`config.mk`:
```
export PLATFORM = sky130hd
export DESIGN_NAME = fetch_stage_flat
export DESIGN_NICKNAME = d
export VERILOG_FILES = /design/src/rtl/fetch_stage_pkg.sv /design/src/rtl/fetch_stage_if.sv /design/src/rtl/fetch_hold_buf.sv /design/src/rtl/fetch_stage.sv /design/src/flat_wrapper.sv
export SDC_FILE = /design/constraint.sdc
export NUM_CORES = 1
export LEC_CHECK = 0
export CELL_PAD_IN_SITES_DETAIL_PLACEMENT = 2
export CELL_PAD_IN_SITES_GLOBAL_PLACEMENT = 2
export CORE_MARGIN = 2
export CORE_UTILIZATION = 36
export DETAILED_ROUTE_END_ITERATION = 10
export PLACE_DENSITY = 0.89
export RECOVER_POWER = 100
export SLEW_MARGIN = 20
export SYNTH_ARGS = -nofsm -noshare
export SYNTH_HDL_FRONTEND = slang
export SYNTH_HIERARCHICAL = 1
export SYNTH_SLANG_ARGS = --single-unit
```
`constraint.sdc`:
```
create_clock -name i_clk -period 10 [get_ports i_clk]
set_input_delay 1.5 -clock i_clk [delete_from_list [all_inputs] [get_ports i_clk]]
set_output_delay 1.5 -clock i_clk [all_outputs]
set_load 0.1 [all_outputs]
```
`src/rtl/fetch_stage_pkg.sv`:
```
// fetch_stage_pkg: widths, NOP, FSM state encodings and the IF/ID bundle
// shared by the fetch stage, its hold buffer and the imem interface.
package fetch_stage_pkg;

  localparam int PC_WIDTH = 32;
  localparam int IWIDTH   = 32;

  typedef logic [PC_WIDTH-1:0] pc_t;
  typedef logic [IWIDTH-1:0]   inst_t;

  localparam inst_t NOP = '0;

  typedef logic [1:0] state_t;

  localparam state_t ST_IDLE  = 2'd0;
  localparam state_t ST_FETCH = 2'd1;
  localparam state_t ST_HOLD  = 2'd2;
  localparam state_t ST_DROP  = 2'd3;

  typedef struct packed {
    pc_t   pc;
    inst_t inst;
    logic  valid;
  } if_id_t;

endpackage

```
`src/rtl/fetch_stage_if.sv`:
```
// fetch_stage_if: instruction memory req/ack handshake between the
// fetch stage (master) and instruction memory (slave).
interface fetch_stage_if;
  import fetch_stage_pkg::*;

  logic  req;
  pc_t   addr;
  logic  ack;
  inst_t inst;

  modport master (
    output req,
    output addr,
    input  ack,
    input  inst
  );

  modport slave (
    input  req,
    input  addr,
    output ack,
    output inst
  );

endinterface

```
`src/rtl/fetch_hold_buf.sv`:
```
// fetch_hold_buf: one-entry {pc, inst, valid} buffer that parks a memory
// response arriving while decode is stalled.
module fetch_hold_buf
  import fetch_stage_pkg::*;
(
  input  logic   clk,
  input  logic   rst,
  input  logic   load,
  input  logic   clear,
  input  logic   pop,
  input  if_id_t din,
  output if_id_t dout
);

  if_id_t ent_q, ent_d;

  always_comb begin
    ent_d = ent_q;
    unique case (1'b1)
      clear:   ent_d = '0;
      load:    ent_d = din;
      pop:     ent_d.valid = 1'b0;
      default: ;
    endcase
  end

  always_ff @(posedge clk or posedge rst) begin
    if (rst) begin
      ent_q <= '0;
    end else begin
      ent_q <= ent_d;
    end
  end

  assign dout = ent_q;

endmodule

```
`src/rtl/fetch_stage.sv`:
```
// fetch_stage: fetch FSM, fetch PC and IF/ID register over a req/ack imem.
// Define FETCH_REDIRECT_REG_EN to register the redirect inputs first.
module fetch_stage
  import fetch_stage_pkg::*;
#(
  parameter pc_t RESET_PC = '0,
  parameter pc_t PC_INC   = pc_t'(4)
) (
  input  logic          i_clk,
  input  logic          i_rst,
  input  logic          i_change_pc,
  input  pc_t           i_target_pc,
  input  logic          i_stall,
  fetch_stage_if.master imem,
  output pc_t           o_pc,
  output inst_t         o_inst,
  output logic          o_valid
);

  state_t state_q, state_d;
  pc_t    fetch_pc_q, fetch_pc_d;
  pc_t    drop_addr_q, drop_addr_d;
  if_id_t ifid_q, ifid_d;
  if_id_t hb_din, hb_q;
  logic   hb_load, hb_clear, hb_pop;
  logic   chg, kill, stall_eff;
  pc_t    tgt;

`ifdef FETCH_REDIRECT_REG_EN
  logic chg_q, chg_d;
  pc_t  tgt_q, tgt_d;

  always_comb begin
    chg_d = i_change_pc;
    tgt_d = i_target_pc;
  end

  always_ff @(posedge i_clk or posedge i_rst) begin
    if (i_rst) begin
      chg_q <= 1'b0;
      tgt_q <= RESET_PC;
    end else begin
      chg_q <= chg_d;
      tgt_q <= tgt_d;
    end
  end

  // the fetch completing while the redirect is in flight is wrong-path
  assign chg  = chg_q;
  assign tgt  = tgt_q;
  assign kill = i_change_pc;
`else
  assign chg  = i_change_pc;
  assign tgt  = i_target_pc;
  assign kill = 1'b0;
`endif

  assign stall_eff = i_stall & ifid_q.valid;

  assign hb_din = '{
    pc:    fetch_pc_q,
    inst:  imem.inst,
    valid: 1'b1
  };

  fetch_hold_buf u_hold (
    .clk   (i_clk),
    .rst   (i_rst),
    .load  (hb_load),
    .clear (hb_clear),
    .pop   (hb_pop),
    .din   (hb_din),
    .dout  (hb_q)
  );

  always_ff @(posedge i_clk or posedge i_rst) begin
    if (i_rst) begin
      state_q <= ST_IDLE;
    end else begin
      state_q <= state_d;
    end
  end

  always_comb begin
    state_d = state_q;
    unique case (state_q)
      ST_IDLE: begin
        state_d = ST_FETCH;
      end
      ST_FETCH: begin
        if (chg) begin
          state_d = imem.ack ? ST_FETCH : ST_DROP;
        end else if (imem.ack && stall_eff) begin
          state_d = ST_HOLD;
        end
      end
      ST_HOLD: begin
        if (chg || !i_stall) begin
          state_d = ST_FETCH;
        end
      end
      ST_DROP: begin
        if (imem.ack) begin
          state_d = ST_FETCH;
        end
      end
      default: state_d = ST_IDLE;
    endcase
  end

  always_comb begin
    imem.req    = 1'b0;
    imem.addr   = fetch_pc_q;
    fetch_pc_d  = fetch_pc_q;
    drop_addr_d = drop_addr_q;
    ifid_d      = ifid_q;
    hb_load     = 1'b0;
    hb_clear    = 1'b0;
    hb_pop      = 1'b0;
    unique case (state_q)
      ST_FETCH: begin
        imem.req = 1'b1;
        if (chg) begin
          ifid_d.valid = 1'b0;
          hb_clear     = 1'b1;
          fetch_pc_d   = tgt;
          drop_addr_d  = fetch_pc_q;
        end else if (imem.ack) begin
          if (stall_eff) begin
            hb_load = 1'b1;
          end else begin
            ifid_d     = hb_din;
            fetch_pc_d = fetch_pc_q + PC_INC;
          end
        end else if (!stall_eff) begin
          ifid_d.valid = 1'b0;
        end
      end
      ST_HOLD: begin
        if (chg) begin
          ifid_d.valid = 1'b0;
          hb_clear     = 1'b1;
          fetch_pc_d   = tgt;
        end else if (!i_stall) begin
          ifid_d     = hb_q;
          hb_pop     = 1'b1;
          fetch_pc_d = fetch_pc_q + PC_INC;
        end
      end
      ST_DROP: begin
        // keep the old request on the bus until its response is swallowed
        imem.req     = 1'b1;
        imem.addr    = drop_addr_q;
        ifid_d.valid = 1'b0;
        if (chg) begin
          fetch_pc_d = tgt;
        end
      end
      default: ;
    endcase
    if (kill) begin
      ifid_d.valid = 1'b0;
    end
  end

  always_ff @(posedge i_clk or posedge i_rst) begin
    if (i_rst) begin
      fetch_pc_q  <= RESET_PC;
      drop_addr_q <= RESET_PC;
      ifid_q      <= '{pc: RESET_PC, inst: NOP, valid: 1'b0};
    end else begin
      fetch_pc_q  <= fetch_pc_d;
      drop_addr_q <= drop_addr_d;
      ifid_q      <= ifid_d;
    end
  end

  assign o_pc    = ifid_q.pc;
  assign o_inst  = ifid_q.inst;
  assign o_valid = ifid_q.valid;

endmodule
```
`src/flat_wrapper.sv`:
```
// flat-port wrapper written by rule: the top's interface ports become plain ports
module fetch_stage_flat import fetch_stage_pkg::*;
#(
  parameter pc_t RESET_PC = '0,
  parameter pc_t PC_INC   = pc_t'(4)
)
  (i_clk, i_rst, i_change_pc, i_target_pc, i_stall, o_pc, o_inst, o_valid, imem_req, imem_addr, imem_ack, imem_inst);
  fetch_stage_if imem_i ();
  input  logic i_clk;
  input  logic i_rst;
  input  logic i_change_pc;
  input  pc_t i_target_pc;
  input  logic i_stall;
  output pc_t o_pc;
  output inst_t o_inst;
  output logic o_valid;
  output wire logic [$bits(imem_i.req)-1:0] imem_req;
  output wire logic [$bits(imem_i.addr)-1:0] imem_addr;
  input wire logic [$bits(imem_i.ack)-1:0] imem_ack;
  input wire logic [$bits(imem_i.inst)-1:0] imem_inst;
  assign imem_req = imem_i.req;
  assign imem_addr = imem_i.addr;
  assign imem_i.ack = imem_ack;
  assign imem_i.inst = imem_inst;
  fetch_stage #(.RESET_PC(RESET_PC), .PC_INC(PC_INC)) u_core (.i_clk(i_clk), .i_rst(i_rst), .i_change_pc(i_change_pc), .i_target_pc(i_target_pc), .i_stall(i_stall), .imem(imem_i), .o_pc(o_pc), .o_inst(o_inst), .o_valid(o_valid));
endmodule
```
# --- Yosys cells after proc, flatten, opt, wreduce, memory -nomap -nowiden ---
# Cells that the tools add are included.
totals:
  inputBits: 69
  output_inout_bits: 98
  elab_cells: 79
  reg_bits: 196
op_classes:
  bitwise: 1
  n_mux: 37
  n_reduce_logical: 16
  n_eq_ne: 15
  addsub: 1
op_table:
  columns: ["cell", "n"]
  rows:
  - ["$pmux 64 s2", 2]
  - ["$mux 32", 7]
  - ["$mux 64", 3]
  - ["$mux 65", 2]
  - ["$pmux 32 s3", 1]
  - ["$add 32x3->32 const B", 1]
  - ["$mux 1", 14]
  - ["$ne 2x2->1 const B", 7]
  - ["$mux 2", 5]
  - ["$ne 3x3->1 const B", 3]
  - ["$pmux 2 s4", 1]
  - ["$reduce_and 3->1", 2]
  - ["$reduce_and 6->1", 1]
  - ["$reduce_bool 2->1", 3]
  - ["$reduce_or 2->1", 3]
  - ["$reduce_and 5->1", 1]
  - ["$eq 2x2->1 const B", 2]
  - ["$ne 3x2->1 const B", 1]
  - ["$pmux 1 s3", 1]
  - ["$reduce_bool 3->1", 1]
  - ["$eq 2x1->1 const B", 1]
  - ["$logic_not 2->1", 1]
  - ["$ne 2x1->1 const B", 1]
  - ["$pmux 1 s2", 1]
  - ["5 further kinds", 5]

# --- Longest topological paths before layout ---
# Gate-level depths: netlist of run 1.
logic_depth:
  depth_word: 6
  ltp_mapped: 11
  ltp_nobuf: 7

# --- Hierarchy ---
# Netlist of run 1, hierarchy kept.
by_module_without_submodules:
  columns: ["module", "seq_area_each_um2", "area_each_um2", "cells_each", "instances"]
  rows:
  - ["fetch_stage", 3278.1, 6804.0, 681, 1]
  - ["fetch_hold_buf", 1626.6, 2539.9, 216, 1]

# --- Least setup slack after synthesis of run 1 ---
# OpenSTA, ideal clock, no wires.
synth_path:
  kind: "reg2out"
  startpoint: "register u_core.state_q[0]"
  endpoint: "output imem_addr[11]"
  path_stages_with_launch: 6
  path_buffers: 3
  required_ns: 8.500
  arrival_time_ns: 3.316
  slack_ns: 5.184
  cell_sequence: "dfrtp_1 > ha_1 > clkbuf_1 > buf_1 > clkbuf_1 > o21ai_0"
synth_between:
  elab_chain_len: 2
synth_lines:
  columns: ["item", "line_no", "text"]
  rows:
  - ["from (decl)", "fetch_stage.sv:20", "state_t state_q, state_d;"]
  - ["from (signal assigned)", "fetch_stage.sv:80", "state_q <= state_d;"]
  - ["$eq 2x2->1", "fetch_stage.sv:120", "unique case (state_q)"]
  - ["$mux 32", "fetch_stage.sv:120", null]
  - ["to (decl)", "flat_wrapper.sv:18", "output wire logic [$bits(imem_i.addr)-1:0] imem_addr;"]
# No other way between the ends.

# --- Final worst setup path of run 1 ---
layout_path:
  startpoint: "register u_core.state_q[0]"
  endpoint: "register u_core.ifid_q, in the netlist u_core/o_inst[12]"
layout_between:
  elab_chain_len: 3
  word_cells_on_any_way: 10
  classes_between: "7 x eq/ne; 1 x mux; 2 x reduce/logical"
layout_lines:
  columns: ["item", "line_no", "text"]
  rows:
  - ["$eq 2x1->1 or $eq 2x2->1 (tied branches)", "fetch_stage.sv:120", null]
  - ["$ne 2x2->1 (no source line) or $reduce_bool 2->1 (tied branches)", null, null]
  - ["$reduce_and 6->1 (no source line)", null, null]
  - ["to (signal assigned)", "fetch_stage.sv:170", "ifid_q <= '{pc: RESET_PC, inst: NOP, valid: 1'b0};"]
  - ["to (signal assigned)", "fetch_stage.sv:174", "ifid_q <= ifid_d;"]
  - ["to (decl)", "fetch_stage.sv:23", "if_id_t ifid_q, ifid_d;"]
# Several ways; a longest one is shown, not always the timed one.
# A chain may end at the register's enable or synchronous reset.

==> results of run 1 <==
kinds of logic after synthesis:
kind of cell | Yosys count | synth area share (%)
fa+ha+maj | 5 | 0.6695
other cells | 1 | 0.04013
compound gates | 245 | 16.00
simple gates | 241 | 12.47
mux | 125 | 14.17
flops | 196 | 52.49
buf+inv | 84 | 4.164
metrics by stage:
step / area [µm²] / util, % / hold WS [ps] / cells
global route: 11740 / 46.34 / 518.1 / 1363
floorplan: 9344 / - / 449.7 / 897
CTS: 11800 / 46.59 / 496.9 / 1362
detailed placement: 11180 / 44.16 / 477.6 / 1330
finish: 11740 / 46.34 / 483.9 / 1363
global placement: 11180 / 44.16 / 462.0 / 1330
layer usage:
metal / share of wire, % / vias up
met5: 0.15 / -
met4: 1.2 / 6
met3: 4.1 / 31
met2: 51 / 148
met1: 43 / 3916
li1: - / 3422
final cells by class:
class	instances	area, µm²
tap	330	412.9
timing repair buffer	174	1714
fill	2602	13590
antenna	1	2.502
clock buffer	19	452.9
multi-input combinational	617	4036
clock inverter	13	162.7
sequential	196	4905
inverter	13	51.30
worst register-to-register path, stage by stage, from the launching register on:
cell and delay, ps:
dfrtp_1 450, inv_1 110, ha_1 1480, nor4b_1 130, o21ai_0 2930, buf_4 760
o21ai_0 230
sequential cells by signal, summed over array words and instances, names as in the netlist:
| register | cells |
|---|---|
| u_core/o_inst | 32 |
| u_core/fetch_pc_q | 32 |
| u_core/u_hold/dout | 65 |
| u_core/state_q | 2 |
| u_core/drop_addr_q | 32 |
| u_core/o_pc | 32 |
| u_core/o_valid | 1 |
how the worst max path moves through the flow:
stage	slack (ps)	cells past startpoint	to	start
3_5_place_dp	5590	3	imem_addr[20]	u_core/state_q[1]$_DFFE_PP0P_
6_report	3750	6	u_core/o_inst[12]$_DFFE_PP0P_	u_core/state_q[0]$_DFFE_PP0P_
5_1_grt	3010	6	u_core/o_inst[12]$_DFFE_PP0P_	u_core/state_q[0]$_DFFE_PP0P_
2_1_floorplan	5000	1	u_core/drop_addr_q[0]$_DFFE_PP0P_	i_rst
4_1_cts	5100	3	imem_addr[20]	u_core/state_q[1]$_DFFE_PP0P_
3_3_place_gp	5670	4	imem_addr[30]	u_core/state_q[1]$_DFFE_PP0P_
cells in the final DEF, fill, tap and decap left out, types with 2 or more instances in the layout:
| cell | netlist | routed |
|---|---|---|
| a21o_1 | 2 | 2 |
| a21oi_1 | 44 | 44 |
| a221oi_1 | 1 | 2 |
| a22o_1 | 31 | 31 |
| a2bb2oi_1 | 11 | 11 |
| a31oi_1 | 2 | 2 |
| a41o_1 | 3 | 3 |
| and2_1 | 4 | 3 |
| and3_1 | 5 | 5 |
| and4_1 | 3 | 2 |
| buf_4 | 4 | 6 |
| clkbuf_1 | 36 | 2 |
| clkbuf_16 | 0 | 17 |
| clkbuf_8 | 0 | 2 |
| clkdlybuf4s50_1 | 0 | 66 |
| clkinv_8 | 0 | 3 |
| clkinvlp_2 | 0 | 2 |
| dfrtp_1 | 196 | 196 |
| dlygate4sd3_1 | 0 | 100 |
| ha_1 | 5 | 4 |
| inv_1 | 11 | 10 |
| inv_6 | 0 | 6 |
| inv_8 | 0 | 2 |
| mux2_2 | 58 | 57 |
| mux2i_1 | 67 | 67 |
| nand2_1 | 142 | 142 |
| nand2b_1 | 33 | 33 |
| nand3_1 | 11 | 11 |
| nand4_1 | 14 | 14 |
| nand4_2 | 2 | 2 |
| nor2_1 | 10 | 10 |
| nor3_1 | 3 | 3 |
| nor3b_1 | 2 | 2 |
| nor4_1 | 2 | 2 |
| o21ai_0 | 47 | 122 |
| o21ai_1 | 79 | 4 |
| o22ai_1 | 14 | 14 |
| or3_1 | 2 | 2 |
==> flow_metrics.tcl, run 1 <==
set metrics [dict create \
    outcome "finished, violations left" \
    failed_checks "capacitance limit, slew limit" \
    yosysSeqAreaShare_pct 52.49 \
    grt_pass1_wl_um 48190 \
    drv_cap 10 \
    grtUsageTotal_pct 22.96 \
    synth_cells 897 \
    syn_to_final_growth_pct 25.62 \
    synth_area_per_cell_um2 10.42 \
    use_met1_pct 29.49 \
    worst-path-max-fanout 50 \
    finalClockSkew_ps 19.51 \
    drive_gt1_share_pct 10.47 \
    fp.dieW_um 165.1 \
    totalWireLength_um 30260 \
    r2r_cells 6 \
    worstReg2RegStart "u_core/state_q[0]$_DFFE_PP0P_" \
    start_util_pct 36.89 \
    synthTopCellsByCount "dfrtp_1 (196), nand2_1 (142), o21ai_1 (79)" \
    gp_congestion 0.7579 \
    synth_top_cell_by_area "dfrtp_1" \
    dieArea_um2 27260 \
    coreArea_um2 25330 \
    ios 167 \
    busiest_layer "met2" \
    grt_overflow_total 0 \
    vias_per_cell 5.519 \
    synth_nets 971 \
    cp_data_required_time_ps 10280 \
    relSlewSlack_pct -162.4 \
    cp.arrival_ps 6520 \
    synth_top_flop_cell "dfrtp_1" \
    hold_buffers 0 \
    yosys.cell_count.top_type "dfrtp_1" \
    vias 7523 \
    critPathBufInv 2 \
    rsz0062_at_grt "no" \
    finalNetCount 1093 \
    drcViolationCount 0 \
    crit_chain "inv_1 > ha_1 > nor4b_1 > o21ai_0 > buf_4 > o21ai_0" \
    ys_types 55 \
    grt_max_degree 78 \
    final-setup-viol-count 0 \
    insertion_delay_ps 440 \
    finalCritPeriodShare_pct 62.49 \
    antenna_found_initial 4 \
    dp_slack_ps 5594 \
    synth_top_area_share_pct 52.49 \
    ys_ff_latch 196 \
    hold_depth 2 \
    cts_num_sinks 196 \
    synthTopCellsByArea "dfrtp_1 (52%), mux2i_1 (7.2%), mux2_2 (7.0%)" \
    grt_pass1_vias 8339 \
    drt_iter0_markers 395 \
    cts_setup_buffers 0 \
    critical-path-max-stage-delay_ps 2930 \
    die_h_um 165.1 \
    r2r_end "u_core/o_inst[12]$_DFFE_PP0P_" \
    final.setup.tns_ps 0 \
    syn-cell-area_um2 9344 \
    clockBufferDepth 2 \
    cts_tree "yes" \
    cp-start-kind "flip-flop" \
    synthArstFlopShare_pct 100.0 \
    crit_family "compound AO/OA/AOI/OAI gates" \
    grt.met2_usage_pct 40.17 \
    root_buffer "clkbuf_16" \
    gr-usage-met3_pct 4.396 \
    dr.pass1.iters 4 \
    hpwlAfterDp_um 20020 \
    ant_nets 0 \
    synth_edf_count 0 \
    holdPathEnd "u_core/o_pc[4]$_DFFE_PP0P_" \
    end_kind "flip-flop" \
    period_needed_ps 6249 \
    htree_levels 4 \
    timing.fmax_mhz 160.0 \
    worstHoldStart "u_core/o_pc[4]$_DFFE_PP0P_" \
    critPathKind "flip-flop to flip-flop" \
    final.setup.worst_slack_ps 3751 \
    crit_path_top_delay_cell "o21ai_0" \
    rows 58 \
    tightestPinTransition_ps 3937 \
    path_common_cell "o21ai_0" \
    cts_buffers 17 \
    hold_viol 0 \
    hold_class "flip-flop to flip-flop" \
    cts_resized 0 \
    port_buffers 166 \
    maxSlewViolCount 423 \
    ys_warn_count 6 \
    cts.reportedPaths.clkPinSlew_ps 80 \
    regToRegSetupSlack_ps 3750 \
    wire_per_inst_um 22.20 \
]
Power of run 1 is not shown: default switching activity piles up to over one toggle a cycle in this logic, so the estimate is an artifact.
==> run 2, diff against run 1 <==
Settings changed: CORE_UTILIZATION 36 to 34, PLACE_DENSITY 0.89 to 0.85.
Clock period 10 ns to 6.2 ns, I/O delays scaled along.
==> run 2 against run 1 <==
- the flow still finishes with violations (capacitance limit, slew limit)
- register-to-register slack got worse by 1800 ps
- non-clock buffer count increased by 1
- critical path type is now input port to flip-flop
- critical path depth decreased by 1
- setup slack got worse by 2200 ps
- clock skew decreased by 8.0 ps
- critical endpoint is now u_core/u_hold/dout[16]$_DFFE_PP0P_
- first-iteration DRC count decreased by 18%
==> flow_metrics.tcl, run 2 (same netlist as run 1, synthesis figures left out) <==
set metrics [dict create \
    cp.arrival_ps 5000 \
    dieArea_um2 28820 \
    syn_to_final_growth_pct 25.74 \
    vias 7453 \
    largest_reg_flops 65 \
    grtUsageTotal_pct 21.28 \
    die_h_um 169.8 \
    antenna_found_initial 4 \
    dr.pass1.iters 4 \
    cts_tree "yes" \
    layout_common_cells "dfrtp_1 (196), nand2_1 (142), o21ai_0 (117)" \
    cts.reportedPaths.clkPinSlew_ps 80 \
    final.setup.tns_ps 0 \
    drv_cap 7 \
    wire_per_inst_um 21.41 \
    grt_overflow_total 0 \
    hold_class "flip-flop to flip-flop" \
    worst-path-max-fanout 33 \
    dpl.cell_count 1341 \
    drcViolationCount 0 \
    end_kind "flip-flop" \
    final-setup-viol-count 0 \
    dp_slack_ps 2238 \
    start_util_pct 34.67 \
    stdcell_area_um2 11750 \
    rsz0062_at_grt "no" \
    drive_gt1_share_pct 10.45 \
    htree_levels 4 \
    insertion_delay_ps 430 \
    hold_viol 0 \
    failed_checks "capacitance limit, slew limit" \
    cts_num_sinks 196 \
    ios 167 \
    rows 60 \
    hold_buffers 0 \
    outcome "finished, violations left" \
    coreArea_um2 26950 \
    cts_setup_buffers 0 \
    grt_pass1_wl_um 47960 \
    final.setup.worst_slack_ps 1554 \
    layout_commonest_cell "dfrtp_1" \
    period_needed_ps 4646 \
    port_buffers 166 \
    final_cells 1376 \
    cp-start-kind "input port" \
    cts_buffers 17 \
    cts_resized 0 \
    gp_congestion 0.7439 \
    tightestPinTransition_ps 3722 \
    root_buffer "clkbuf_16" \
    clockBufferDepth 2 \
    grt_pass1_vias 8447 \
    finalCritPeriodShare_pct 74.94 \
    fp.dieW_um 169.8 \
    hpwlAfterDp_um 18630 \
    ant_nets 0 \
    dpl-instance-area_um2 11210 \
    cp_data_required_time_ps 6560 \
    drt_iter0_markers 325 \
    relSlewSlack_pct -149.5 \
    grt_max_degree 81 \
    vias_per_cell 5.416 \
    totalWireLength_um 29460 \
    finalClockSkew_ps 11.52 \
    finalNetCount 1094 \
    maxSlewViolCount 323 \
    timing.fmax_mhz 215.2 \
    critPathKind "input port to flip-flop" \
]
[run 2: cell count changes in the layout (fill, tap and decap cells not counted), sizes merged]
| cell | delta |
|---|---|
| clkbuf | +3 |
| inv | -2 |
| buf | -1 |
| clkdlybuf4s50 | -1 |
| clkinv | +1 |
| diode | +1 |
| dlygate4sd3 | +1 |
[run 2: through the flow]
step | hold slack [ps] | util, %
2_1_floorplan | 449.7 | -
3_3_place_gp | 461.5 | 41.55
3_5_place_dp | 480.4 | 41.59
4_1_cts | 496.5 | 43.83
5_1_grt | 520.0 | 43.57
6_report | 481.9 | 43.59
[run 2: worst max-delay path: stages]
cell and delay (ps):
dlygate4sd3_1 870, nor2b_1 120, and4_1 650, nor2_1 2060, a22o_1 360
[run 2: final timing paths]
| kind | from | to | slack [ps] | depth (start not counted) |
|---|---|---|---|---|
| worst max-delay path | i_change_pc | u_core/u_hold/dout[16]$_DFFE_PP0P_ | 1550 | 5 |
| worst min-delay path | u_core/o_inst[5]$_DFFE_PP0P_ | u_core/o_inst[5]$_DFFE_PP0P_ | 480 | 2 |
| worst max register to register | u_core/state_q[0]$_DFFE_PP0P_ | u_core/o_pc[23]$_DFFE_PP0P_ | 1950 | 6 |
| worst min register to register | u_core/o_inst[5]$_DFFE_PP0P_ | u_core/o_inst[5]$_DFFE_PP0P_ | 480 | 2 |
| max in group asynchronous | i_rst | u_core/o_pc[30]$_DFFE_PP0P_ | 2070 | 3 |
| min in group asynchronous | i_rst | u_core/u_hold/dout[15]$_DFFE_PP0P_ | 1340 | 3 |
[run 2: per-layer routing]
metal / global-route usage [%] / share of wire, % / up-vias
met1: 27.38 / 44 / 3869
li1: - / - / 3429
met2: 37.92 / 51 / 136
met5: 0 / 0.041 / -
met4: 3.456 / 0.73 / 2
met3: 3.918 / 4.1 / 17
[run 2: cell type report]
type | instances | area, µm²
clock buffers | 20 | 466.7
flip-flops and latches | 196 | 4905
clock inverters | 12 | 136.4
well taps | 341 | 426.7
diodes | 2 | 5.005
repair buffers | 175 | 1717
inverters | 13 | 51.30
fillers | 2804 | 15200
multi-input cells | 617 | 4041
Power of run 2 is left out for the same reason.
==> run 3, diff against run 2 <==
Settings changed: CORE_UTILIZATION 34 to 30, PLACE_DENSITY 0.85 to 0.8.
Clock period 6.2 ns to 4 ns, I/O delays scaled along.
==> run 3 against run 2 <==
- the flow still finishes with violations (capacitance limit, slew limit)
- setup slack lost 1300 ps
- hold slack got worse by 5.7 ps
- first-iteration DRC count decreased by 23%
- sequential share of layout area shrank 0.56 points
- clock skew rose by 2.3 ps
- wire length rose by 0.44%
- register-to-register slack got worse by 1400 ps
- critical endpoint is now imem_addr[24]
- largest cell class unchanged
==> flow_metrics.tcl, run 3 (same netlist as run 1, synthesis figures left out) <==
set metrics [dict create \
    cts_resized 0 \
    hold_class "flip-flop to flip-flop" \
    grt_pass1_vias 8465 \
    hold_buffers 0 \
    start_util_pct 30.47 \
    cts.reportedPaths.clkPinSlew_ps 80 \
    worst-path-max-fanout 32 \
    cts_num_sinks 196 \
    failed_checks "capacitance limit, slew limit" \
    grtUsageTotal_pct 18.70 \
    maxSlewViolCount 119 \
    cts_tree "yes" \
    rows 64 \
    critPathKind "flip-flop to output port" \
    drive_gt1_share_pct 11.48 \
    outcome "finished, violations left" \
    layout_common_cells "dfrtp_1 (196), nand2_1 (142), o21ai_0 (119)" \
    vias 7521 \
    finalCritPeriodShare_pct 92.41 \
    period_needed_ps 3697 \
    rsz0062_at_grt "no" \
    gp_congestion 0.7211 \
    drt_iter0_markers 250 \
    final-setup-viol-count 0 \
    nFillCells 3234 \
    grt_overflow_total 0 \
    largest_reg_flops 65 \
    finalNetCount 1106 \
    relSlewSlack_pct -19.68 \
    regToRegSetupSlack_ps 520 \
    syn_to_final_growth_pct 27.45 \
    htree_levels 4 \
    tightestPinTransition_ps 1785 \
    cp-start-kind "flip-flop" \
    finalClockSkew_ps 13.78 \
    insertion_delay_ps 440 \
    hold_viol 0 \
    vias_per_cell 5.219 \
    drv_cap 4 \
    timing.fmax_mhz 270.5 \
    end_kind "output port" \
    final.setup.tns_ps 0 \
    fp.dieW_um 180.5 \
    clockBufferDepth 2 \
    totalWireLength_um 29590 \
    antennaDiodeCount 0 \
    die_h_um 180.5 \
    hpwlAfterDp_um 19970 \
    dieArea_um2 32570 \
    cp_data_required_time_ps 3400 \
    grt_max_degree 50 \
    root_buffer "clkbuf_16" \
    cts_setup_buffers 0 \
    ios 167 \
    grt_pass1_wl_um 48490 \
    port_buffers 166 \
    dr.pass1.iters 4 \
    coreArea_um2 30670 \
    wire_per_inst_um 20.53 \
    cp.arrival_ps 3100 \
    antenna_found_initial 2 \
    drcViolationCount 0 \
    cts_buffers 17 \
    layout_commonest_cell "dfrtp_1" \
    ant_nets 0 \
]
[run 3: cell count changes in the layout (fill, tap and decap cells not counted), moves of 3 or more]
cell / delta
clkbuf_1: +8
clkbuf_8: -3
inv_6: +4
clkinvlp_4: +3
dlygate4sd3_1: -29
clkdlybuf4s50_1: +22
clkinv_4: -4
inv_8: -3
buf_4: +5
clkbuf_2: +3
[run 3: per-stage QoR]
| stage | cell area [µm²] | setup slack, ps | util [%] | hold WS [ps] | instances |
|---|---|---|---|---|---|
| floorplan | 9348 | 84.15 | - | 449.7 | 897 |
| global placement | 11380 | 957.6 | 37.09 | 462.0 | 1408 |
| detailed placement | 11380 | 781.5 | 37.09 | 477.0 | 1408 |
| CTS | 11990 | 412.0 | 39.10 | 492.7 | 1440 |
| global route | 11910 | 199.2 | 38.83 | 499.0 | 1441 |
| finish | 11910 | 303.5 | 38.83 | 476.2 | 1441 |
[run 3: worst paths after layout]
kind                                               start                                  to  cells past startpoint
hold / removal                u_core/o_pc[2]$_DFFE_PP0P_          u_core/o_pc[2]$_DFFE_PP0P_                      2
max in group asynchronous                          i_rst  u_core/u_hold/dout[14]$_DFFE_PP0P_                      3
setup / recovery           u_core/state_q[1]$_DFFE_PP0P_                       imem_addr[24]                      4
hold reg to reg               u_core/o_pc[2]$_DFFE_PP0P_          u_core/o_pc[2]$_DFFE_PP0P_                      2
setup reg to reg           u_core/state_q[0]$_DFFE_PP0P_   u_core/fetch_pc_q[24]$_DFFE_PP0P_                      8
min in group asynchronous                          i_rst        u_core/o_inst[8]$_DFFE_PP0P_                      2
[run 3: area by class of cell]
class / instances / area, µm² / area share (%)
clock inverter: 15 / 190.2 / 1.597
multi-input combinational: 617 / 4045 / 33.97
tap: 396 / 495.5 / 4.161
inverter: 13 / 51.30 / 0.4308
timing repair buffer: 187 / 1797 / 15.09
clock buffer: 17 / 425.4 / 3.572
sequential: 196 / 4905 / 41.19
[run 3: layer usage]
layer / up-vias / wire, µm / global-route usage, %
met2: 139 / 14650 / 31.85
met4: 4 / 461 / 4.968
met1: 3900 / 13310 / 24.44
li1: 3446 / - / -
met3: 32 / 1133 / 3.436
met5: - / 27 / 0
[run 3: critical path, cell delays in order (launching register included)]
cell	delay, ps
dfrtp_1	440
ha_1	560
buf_12	290
mux2_2	370
clkdlybuf4s50_1	980
Power of run 3 is left out for the same reason.
